===== config.mk =====
export PLATFORM = sky130hd
export DESIGN_NAME = dpram_fifo
export DESIGN_NICKNAME = d
export VERILOG_FILES = /design/src/rtl/dpram_fifo.sv
export SDC_FILE = /design/constraint.sdc
export NUM_CORES = 2
export LEC_CHECK = 0
export BUFFER_PORTS_ARGS = -buffer_cell sky130_fd_sc_hd__buf_4
export CORE_MARGIN = 2
export CORE_UTILIZATION = 57
export CTS_BUF_LIST = sky130_fd_sc_hd__clkbuf_16
export DETAILED_ROUTE_END_ITERATION = 7
export GPL_TIMING_DRIVEN = 0
export PLACE_DENSITY = 0.88
export REMOVE_ABC_BUFFERS = 1
export SLEW_MARGIN = 15
export SYNTH_ARGS = -nofsm -noshare
export SYNTH_HDL_FRONTEND = slang
export SYNTH_SLANG_ARGS = --single-unit

===== constraint.sdc =====
create_clock -name ck_i -period 3.4 [get_ports ck_i]
set_input_delay 0.34 -clock ck_i [delete_from_list [all_inputs] [get_ports ck_i]]
set_output_delay 0.34 -clock ck_i [all_outputs]
set_load 0.02 [all_outputs]

===== src/rtl/dpram_fifo.sv =====
`default_nettype none
// +--------------------------------------------------------------------------+
// | Module      : dpram_fifo                                                 |
// | Description : Synchronous single-clock FIFO on an inferred dual-port     |
// |               RAM. Tracks occupancy and drives full/empty/almost flags.  |
// |               Overflow and underflow flags are sticky. The read mode is  |
// |               selectable: registered read (FWFT=0) or first-word-fall-   |
// |               through (FWFT=1).                                          |
// | Ports       : ck_i          clock, all logic on its rising edge          |
// |               rst_n_i       synchronous reset, active low                |
// |               clr_i         synchronous flush; RAM contents are kept     |
// |               we_i/wdata_i  push request / push data                     |
// |               re_i          pop request (FWFT=1: acknowledge head word)  |
// |               rdata_o       read data                                    |
// |               rvalid_o      rdata_o holds a valid word                   |
// |               full_o, afull_o, empty_o, aempty_o  occupancy flags        |
// |               count_o       words pushed and not yet popped (0..SIZE)    |
// |               overflow_o    sticky: push attempted while full            |
// |               underflow_o   sticky: pop attempted with nothing to pop    |
// | Revision    : 1.0 - initial release                                      |
// +--------------------------------------------------------------------------+
module dpram_fifo #(
   parameter int BITS   = 16,
   parameter int SIZE   = 256,
   parameter int AWIDTH = $clog2(SIZE),
   parameter int AFULL  = SIZE - 4,
   parameter int AEMPTY = 4,
   parameter bit FWFT   = 1'b0
) (
   input  logic              ck_i,
   input  logic              rst_n_i,
   input  logic              clr_i,
   input  logic              we_i,
   input  logic [BITS-1:0]   wdata_i,
   output logic              full_o,
   output logic              afull_o,
   input  logic              re_i,
   output logic [BITS-1:0]   rdata_o,
   output logic              rvalid_o,
   output logic              empty_o,
   output logic              aempty_o,
   output logic [AWIDTH:0]   count_o,
   output logic              overflow_o,
   output logic              underflow_o
);

   localparam logic [AWIDTH:0] c_size   = (AWIDTH+1)'(SIZE);
   localparam logic [AWIDTH:0] c_afull  = (AWIDTH+1)'(AFULL);
   localparam logic [AWIDTH:0] c_aempty = (AWIDTH+1)'(AEMPTY);

   logic [BITS-1:0]   mem_q [SIZE];
   logic [AWIDTH-1:0] wptr_q, wptr_d;
   logic [AWIDTH-1:0] rptr_q, rptr_d;
   logic [AWIDTH:0]   count_q, count_d;
   logic              rvalid_q, rvalid_d;
   logic              ovf_q, ovf_d;
   logic              udf_q, udf_d;
   logic [BITS-1:0]   rdata_q;

   logic w_full;
   logic w_empty;
   logic w_flush;
   logic w_push;   // accepted push
   logic w_pop;    // accepted pop (count decrements)
   logic w_rd;     // RAM read into the output register
   logic w_udf;    // rejected pop request

   assign w_full  = (count_q == c_size);
   assign w_empty = (count_q == '0);
   assign w_flush = !rst_n_i || clr_i;
   // Fullness is sampled before any same-cycle pop, so a push into a full
   // FIFO is dropped even when a pop is accepted alongside it.
   assign w_push  = we_i && !w_full;

   generate
      if (FWFT) begin : g_fwft
         // count includes the word parked in the output register; the RAM
         // itself holds count minus that word.
         logic [AWIDTH:0] w_ram_cnt;
         assign w_ram_cnt = count_q - {{AWIDTH{1'b0}}, rvalid_q};
         assign w_pop     = re_i && rvalid_q;
         assign w_udf     = re_i && !rvalid_q;
         // Refill whenever the output register is free or being vacated,
         // which sustains one pop per cycle while RAM words remain.
         assign w_rd      = (w_ram_cnt != '0) && (!rvalid_q || w_pop);
         assign rvalid_d  = w_rd || (rvalid_q && !w_pop);
      end else begin : g_rreg
         assign w_pop     = re_i && !w_empty;
         assign w_udf     = re_i && w_empty;
         assign w_rd      = w_pop;
         assign rvalid_d  = w_pop;
      end
   endgenerate

   always_comb begin
      wptr_d  = wptr_q;
      rptr_d  = rptr_q;
      count_d = count_q;
      ovf_d   = ovf_q || (we_i && w_full);
      udf_d   = udf_q || w_udf;
      if (w_push) begin
         wptr_d = wptr_q + 1'b1;
      end
      if (w_rd) begin
         rptr_d = rptr_q + 1'b1;
      end
      case ({w_push, w_pop})
         2'b10:   count_d = count_q + 1'b1;
         2'b01:   count_d = count_q - 1'b1;
         default: count_d = count_q;
      endcase
   end

   always_ff @(posedge ck_i) begin
      if (w_flush) begin
         wptr_q   <= '0;
         rptr_q   <= '0;
         count_q  <= '0;
         rvalid_q <= 1'b0;
         ovf_q    <= 1'b0;
         udf_q    <= 1'b0;
         rdata_q  <= '0;
      end else begin
         wptr_q   <= wptr_d;
         rptr_q   <= rptr_d;
         count_q  <= count_d;
         rvalid_q <= rvalid_d;
         ovf_q    <= ovf_d;
         udf_q    <= udf_d;
         if (w_rd) begin
            rdata_q <= mem_q[rptr_q];
         end
      end
   end

   // Storage array carries no reset. Read and write never target the same
   // address on accepted operations, so read-during-write is irrelevant.
   always_ff @(posedge ck_i) begin
      if (w_push && !w_flush) begin
         mem_q[wptr_q] <= wdata_i;
      end
   end

   assign full_o      = w_full;
   assign afull_o     = (count_q >= c_afull);
   assign empty_o     = w_empty;
   assign aempty_o    = (count_q <= c_aempty);
   assign count_o     = count_q;
   assign rdata_o     = rdata_q;
   assign rvalid_o    = rvalid_q;
   assign overflow_o  = ovf_q;
   assign underflow_o = udf_q;

endmodule
`default_nettype wire

==> results.md, run 1 <==
* Synth async-reset ratio at 0%
* Initial antenna violation count at between 150 and 200
* I/O Pins at 53
* Top cells by area, synth: edfxtp_1 (77%), mux4_2 (13%), mux2i_1 (1.8%), nor2_1 (0.86%), a22oi_1 (0.61%)
* GRT Total Usage at about 70%
* Worst endpoint type: register input
* Initial Util at between 50% and 60%
* Grt ovf at a little under 90
* IO buf count at 52
* Post-GRT worst EP: rdata_o[6]$_SDFFE_PP0P_/D
* Sink Count at approximately 4100
* H-tree levels at 5
* Number of synthesized register bits at approximately 4100
* Die width at around 530 um
* Die height at ~530 um
* Routability cong. at 0.865
* Error msg: [ERROR GRT-0232] Routing congestion too high. Check the congestion heatmap in the GUI.
* Yosys top cell area share at 77.2%
* Syn_area_per_cell at ~22 um2
* Cts bufs inserted at ~400
* Predominant post-synthesis flop cell: edfxtp_1
* Outcome: aborted with a tool error
* Exit stage: global routing (5_1_grt)
* Clk buf depth at 4
* Synth Warn # at 0
* Area leader, netlist: edfxtp_1
* EDFF count, synth at 4096
* Seq/Total Area, Yosys at between 70% and 80%
* Detailed Place HPWL at around 300 mm
* Synth unique cells at 80
* Root Buffer: clkbuf_16
* Synthesized cell area at approximately 0.16 mm2
* Largest net degree at the start of global routing at between 100 and 150
* Rows at a little under 200
* Placed Cells at around 11000
* Synthesized instance count at 7310
cells in the mapped netlist, drive strengths merged (14+ instances only):
cell type,count
a221oi,70
dfxtp,44
clkbuf,140
a31oi,16
o21ai,101
a211oi,42
nor2b,31
a2111oi,15
o22ai,44
a21oi,143
nor3,40
mux4,950
buf,290
a22oi,130
nor2,365
nand2,176
o221ai,29
nand3,48
a22o,24
mux2,16
edfxtp,4096
mux2i,279
o211ai,17
inv,14
per-stage QoR:
step / setup TNS (ps) / hold slack (ps) / util, % / setup slack, ps / instance area [um2]
after detailed placement: -5006360 / 458 / 60.9 / -2530 / 170000
after global placement: - / 462 / 58.1 / -87740 / 162000
after floorplan: -1039260 / 439 / - / -46990 / 157000
after CTS: -155830 / 0.0349 / 66.9 / -373 / 186000
repair_timing:
| action | CTS |
|---|---|
| hold endpoints to repair | 1127 |
| resized for setup | 352 |
| setup buffers | 88 |
| gates cloned | 36 |
| hold buffers | 19 |
| setup endpoints to repair | 4122 |
| pin swaps | 70 |
layer usage:
metal | overflow | global-route usage [%]
met3 | 14 | 67.1
met5 | 5 | 58.3
met2 | 30 | 81.3
met1 | 13 | 63.8
met4 | 27 | 68.0
logic make-up after synthesis:
kind of cell             count (synthesis)  synth area share, %
buffers and inverters                  446                 1.67
AND/OR/NAND/NOR                        725                 1.95
multiplexers                          1245                 15.3
flip-flops                            4140                 77.7
XOR/XNOR                                18               0.0989
adder cells (fa/ha/maj)                 14                0.115
AO/OA/AOI/OAI                          722                 3.17
==> run 2: changes to the inputs <==
--- a/config.mk
+++ b/config.mk
@@ -7,11 +7,10 @@
 export LEC_CHECK = 0
 export BUFFER_PORTS_ARGS = -buffer_cell sky130_fd_sc_hd__buf_4
 export CORE_MARGIN = 2
-export CORE_UTILIZATION = 57
-export CTS_BUF_LIST = sky130_fd_sc_hd__clkbuf_16
+export CORE_UTILIZATION = 40
 export DETAILED_ROUTE_END_ITERATION = 7
 export GPL_TIMING_DRIVEN = 0
-export PLACE_DENSITY = 0.88
+export PLACE_DENSITY_LB_ADDON = 0.15
 export REMOVE_ABC_BUFFERS = 1
 export SLEW_MARGIN = 15
 export SYNTH_ARGS = -nofsm -noshare
==> constraint.sdc (replaced) <==
create_clock -name ck_i -period 4.4 [get_ports ck_i]
set_input_delay 0.44 -clock ck_i [delete_from_list [all_inputs] [get_ports ck_i]]
set_output_delay 0.44 -clock ck_i [all_outputs]
set_load 0.02 [all_outputs]
==> run 2 against run 1 <==
The flow now finishes, with violations (setup timing). Synthesized area is the same. Synthesized cell count stayed put.
==> results.md, run 2 <==
* Worst-path fanout max at 28
* Die width at 635 um (was 533 um)
* Synth async-reset ratio at 0% (unchanged)
* WL final at between 400 and 500 mm
* CTS tree: done
* Final Worst Setup Slack at -77.6 ps
* Max reg flops at ~4100
* GRT Total Usage at a little under a quarter
* Worst skew pair latency at a little over 1000 ps
* Post-synthesis compound-gate area fraction at 3.17% (unchanged)
* Area leader, netlist: edfxtp_1 (unchanged)
* Filler cell count at around 32000
* Tmin final at 4480 ps
* Grt ovf at 0
* Failing checks: setup timing
* Sink Count at 4140 (unchanged)
* Layout cell share with drive strength beyond 1 at approximately 30%
* Most frequent cells after synthesis: edfxtp_1 (4096), mux4_2 (946), nor2_1 (364) (unchanged)
* Yosys top cell area share at 77.2% (unchanged)
* Synth Warn # at 0 (unchanged)
* DR vias at about 80000
* Largest net degree at the start of global routing at between 100 and 150
* Post-detailed-route via-to-cell ratio at between 5 and 6
* Clock-pin slew on the worst setup and hold paths at around 60 ps
* Number of max-cap violations at 0
* Final setup fails at 5
* Number of synthesized register bits at 4140 (unchanged)
* Post-synthesis adder-cell area fraction at 0.115% (unchanged)
* Count leader, synth: edfxtp_1 (unchanged)
* Cts bufs inserted at 440 (was 401)
* Post-layout util at a little under half
* Core Region at 0.396 mm2
* Simple-Gate Fraction of Synth Area at 1.95% (unchanged)
* Fraction of synthesized area in multiplexers at 15.3% (unchanged)
* Die height at 635 um (was 533 um)
* Skew final at 75.5 ps
* Layout Nets at 7852
* Synthesized cell area at 0.159 mm2 (unchanged)
* Kind of end point of the critical path: flop
* Most frequent cells in the layout: edfxtp_1 (4096), mux4_2 (946), clkbuf_16 (445)
* Placed Cells at 12500 (was 11000)
* Power Density at ~430 mW/mm2
* Largest reg by FF count: mem_q
* HP Class: input pin to flop
* Outcome: complete, but fails checks (was aborted with a tool error)
* Die area at 0.404 mm2
* WL per Instance at between 30 and 40 um
* Hold Crit Start: clr_i
* Area grow syn2layout at 17.8%
* WS Path Type: flop to flop
* Final hold violation count at 0
* Vias in the first global route at between 70000 and 80000
* Worst-Margin Slew at 1290 ps
* Initial Util at 40.2% (was 57.2%)
* H-tree levels at 5 (unchanged)
* Peak supply drop at 0.362 mV
* Max Slew Vio Count at 0
* 1st-iter DRT viols at ~9800
* Reg-to-reg endpoint: rdata_o[11]
* CP Launch Type: flop
* Final Cycle Share at 102%
* Clk buf depth at 4 (unchanged)
* Final instance count without filler cells at ~13000
* TritonRoute pass-1 iters at 6
* P_leak at about 57 nW
* Top cells by area, synth: edfxtp_1 (77%), mux4_2 (13%), mux2i_1 (1.8%), nor2_1 (0.86%), a22oi_1 (0.61%) (unchanged)
* Commonest non-fill, non-tap cell in the layout: edfxtp_1
* Root Buffer: clkbuf_16 (unchanged)
* Crit path required time at ~5400 ps
* Final ANT Viol Nets at 0
* Register-to-register setup slack at -80 ps
* Reg2reg path depth at 10
* Drc violations at 0
* Predominant post-synthesis flop cell: edfxtp_1 (unchanged)
* Largest family of logic cells by synthesized area: multiplexers (unchanged)
* Synth unique cells at 80 (unchanged)
* Synthesized instance count at 7310 (unchanged)
* I/O Pins at 53 (unchanged)
* First-pass GRT wire length at between 600 and 700 mm
* Worst relative slew slack at approximately an eighth
* Max Fclk at about 220 MHz
* Worst slack, placed at -2380 ps (was -2530 ps)
* Seq/Total Area, Yosys at 77.7% (unchanged)
* Detailed Place HPWL at 299 mm (was 297 mm)
* RSZ-0062 raised after global routing: false
* IO buf count at 52 (unchanged)
* Syn_area_per_cell at 21.8 um2 (unchanged)
* XOR/XNOR Fraction of Synth Area at 0.0989% (unchanged)
* Reg2reg start: rptr_q[4]
* Rows at 231 (was 194)
* EDFF count, synth at 4096 (unchanged)
* Routability cong. at 0.795 (was 0.865)
* Hold Path Sink: rvalid_o
* Initial antenna violation count at 25
* Min-Delay Path Depth at 3
* WP data arrival at roughly 5400 ps
## run 2: cell counts after synthesis
No cell type changed its count.
## run 2: worst max path at each step
| stage | from | slack (ps) | cells past startpoint | end |
|---|---|---|---|---|
| after CTS | rptr_q[0] | -20 | 15 | rdata_o[6] |
| after detailed placement | rptr_q[0] | -2380 | 13 | rdata_o[10] |
| after floorplan | rptr_q[0] | -45990 | 7 | rdata_o[12] |
| after global routing | rptr_q[0] | 0.2 | 10 | rdata_o[4] |
| final | rptr_q[4] | -80 | 10 | rdata_o[11] |
| after global placement | rptr_q[1] | -118720 | 7 | rdata_o[13] |
## run 2: logic make-up (layout without fill, tap and decap cells)
| kind of cell | Yosys count | count (layout) |
|---|---|---|
| DFF | 4140 | 4140 |
| muxes | 1245 | 1245 |
| and+or+nand+nor | 725 | 726 |
| AOI/OAI and AO/OA | 722 | 722 |
| buffers and inverters | 446 | 1316 |
| xor gates and xnor gates | 18 | 18 |
| adders and majority gates | 14 | 14 |
| other | 0 | 11 |
## run 2: cell type report
class | count | area, um2 | share of cell area, %
inverters | 16 | 83.8 | 0.0446
clock inverters | 265 | 2240 | 1.19
clock buffers | 541 | 11500 | 6.13
repair buffers | 494 | 8550 | 4.55
flip-flops and latches | 4140 | 124000 | 66.0
diodes | 11 | 27.5 | 0.0147
multi-input cells | 2725 | 34900 | 18.6
well taps | 5242 | 6560 | 3.49
## run 2: what timing repair did
item,4_1_cts,5_1_grt
endpoints found under the hold margin,793,0
endpoints found under the setup margin,1759,176
resized for setup,112,14
cloned,15,2
pin swaps,18,6
buffers inserted,22,25
hold buffers,18,0
## run 2: worst max-delay path: stages (launching register included)
cell      delay (ps)
dfxtp_4          730
buf_16           340
and2_2           560
nand2_4          400
buf_12           310
nor2_4           470
a221oi_1         300
o221ai_1         280
nor3_2           200
nor4_2           500
o22a_1           190
## run 2: per-stage QoR
step | hold WS, ps | setup TNS, ps | instance area, um2 | power [mW]
after global routing | 20.6 | 0 | 188000 | 83.7
final | 44.3 | -226 | 188000 | 81.6
after CTS | 14.4 | -57.7 | 187000 | 82.1
after floorplan | 518 | -1010110 | 157000 | 47.0
after global placement | 465 | -8292140 | 164000 | 48.1
after detailed placement | 469 | -527860 | 172000 | 46.5
## run 2: power by group
| part | internal [mW] | total (mW) | switching, mW |
|---|---|---|---|
| logic | 0.907 | 2.42 | 1.51 |
| clock network | 20.3 | 35.8 | 15.5 |
| registers | 43.3 | 43.4 | 0.0275 |
## run 2: routing by layer
metal | part of all wire (%) | GRT usage [%] | up-vias
met5 | 0.0052 | 0 | -
li1 | - | - | 32000
met3 | 8.2 | 4.75 | 702
met2 | 47 | 36.9 | 3345
met4 | 3.5 | 7.46 | 4
met1 | 41 | 32.7 | 43600
(Power assumes the default switching activity.)
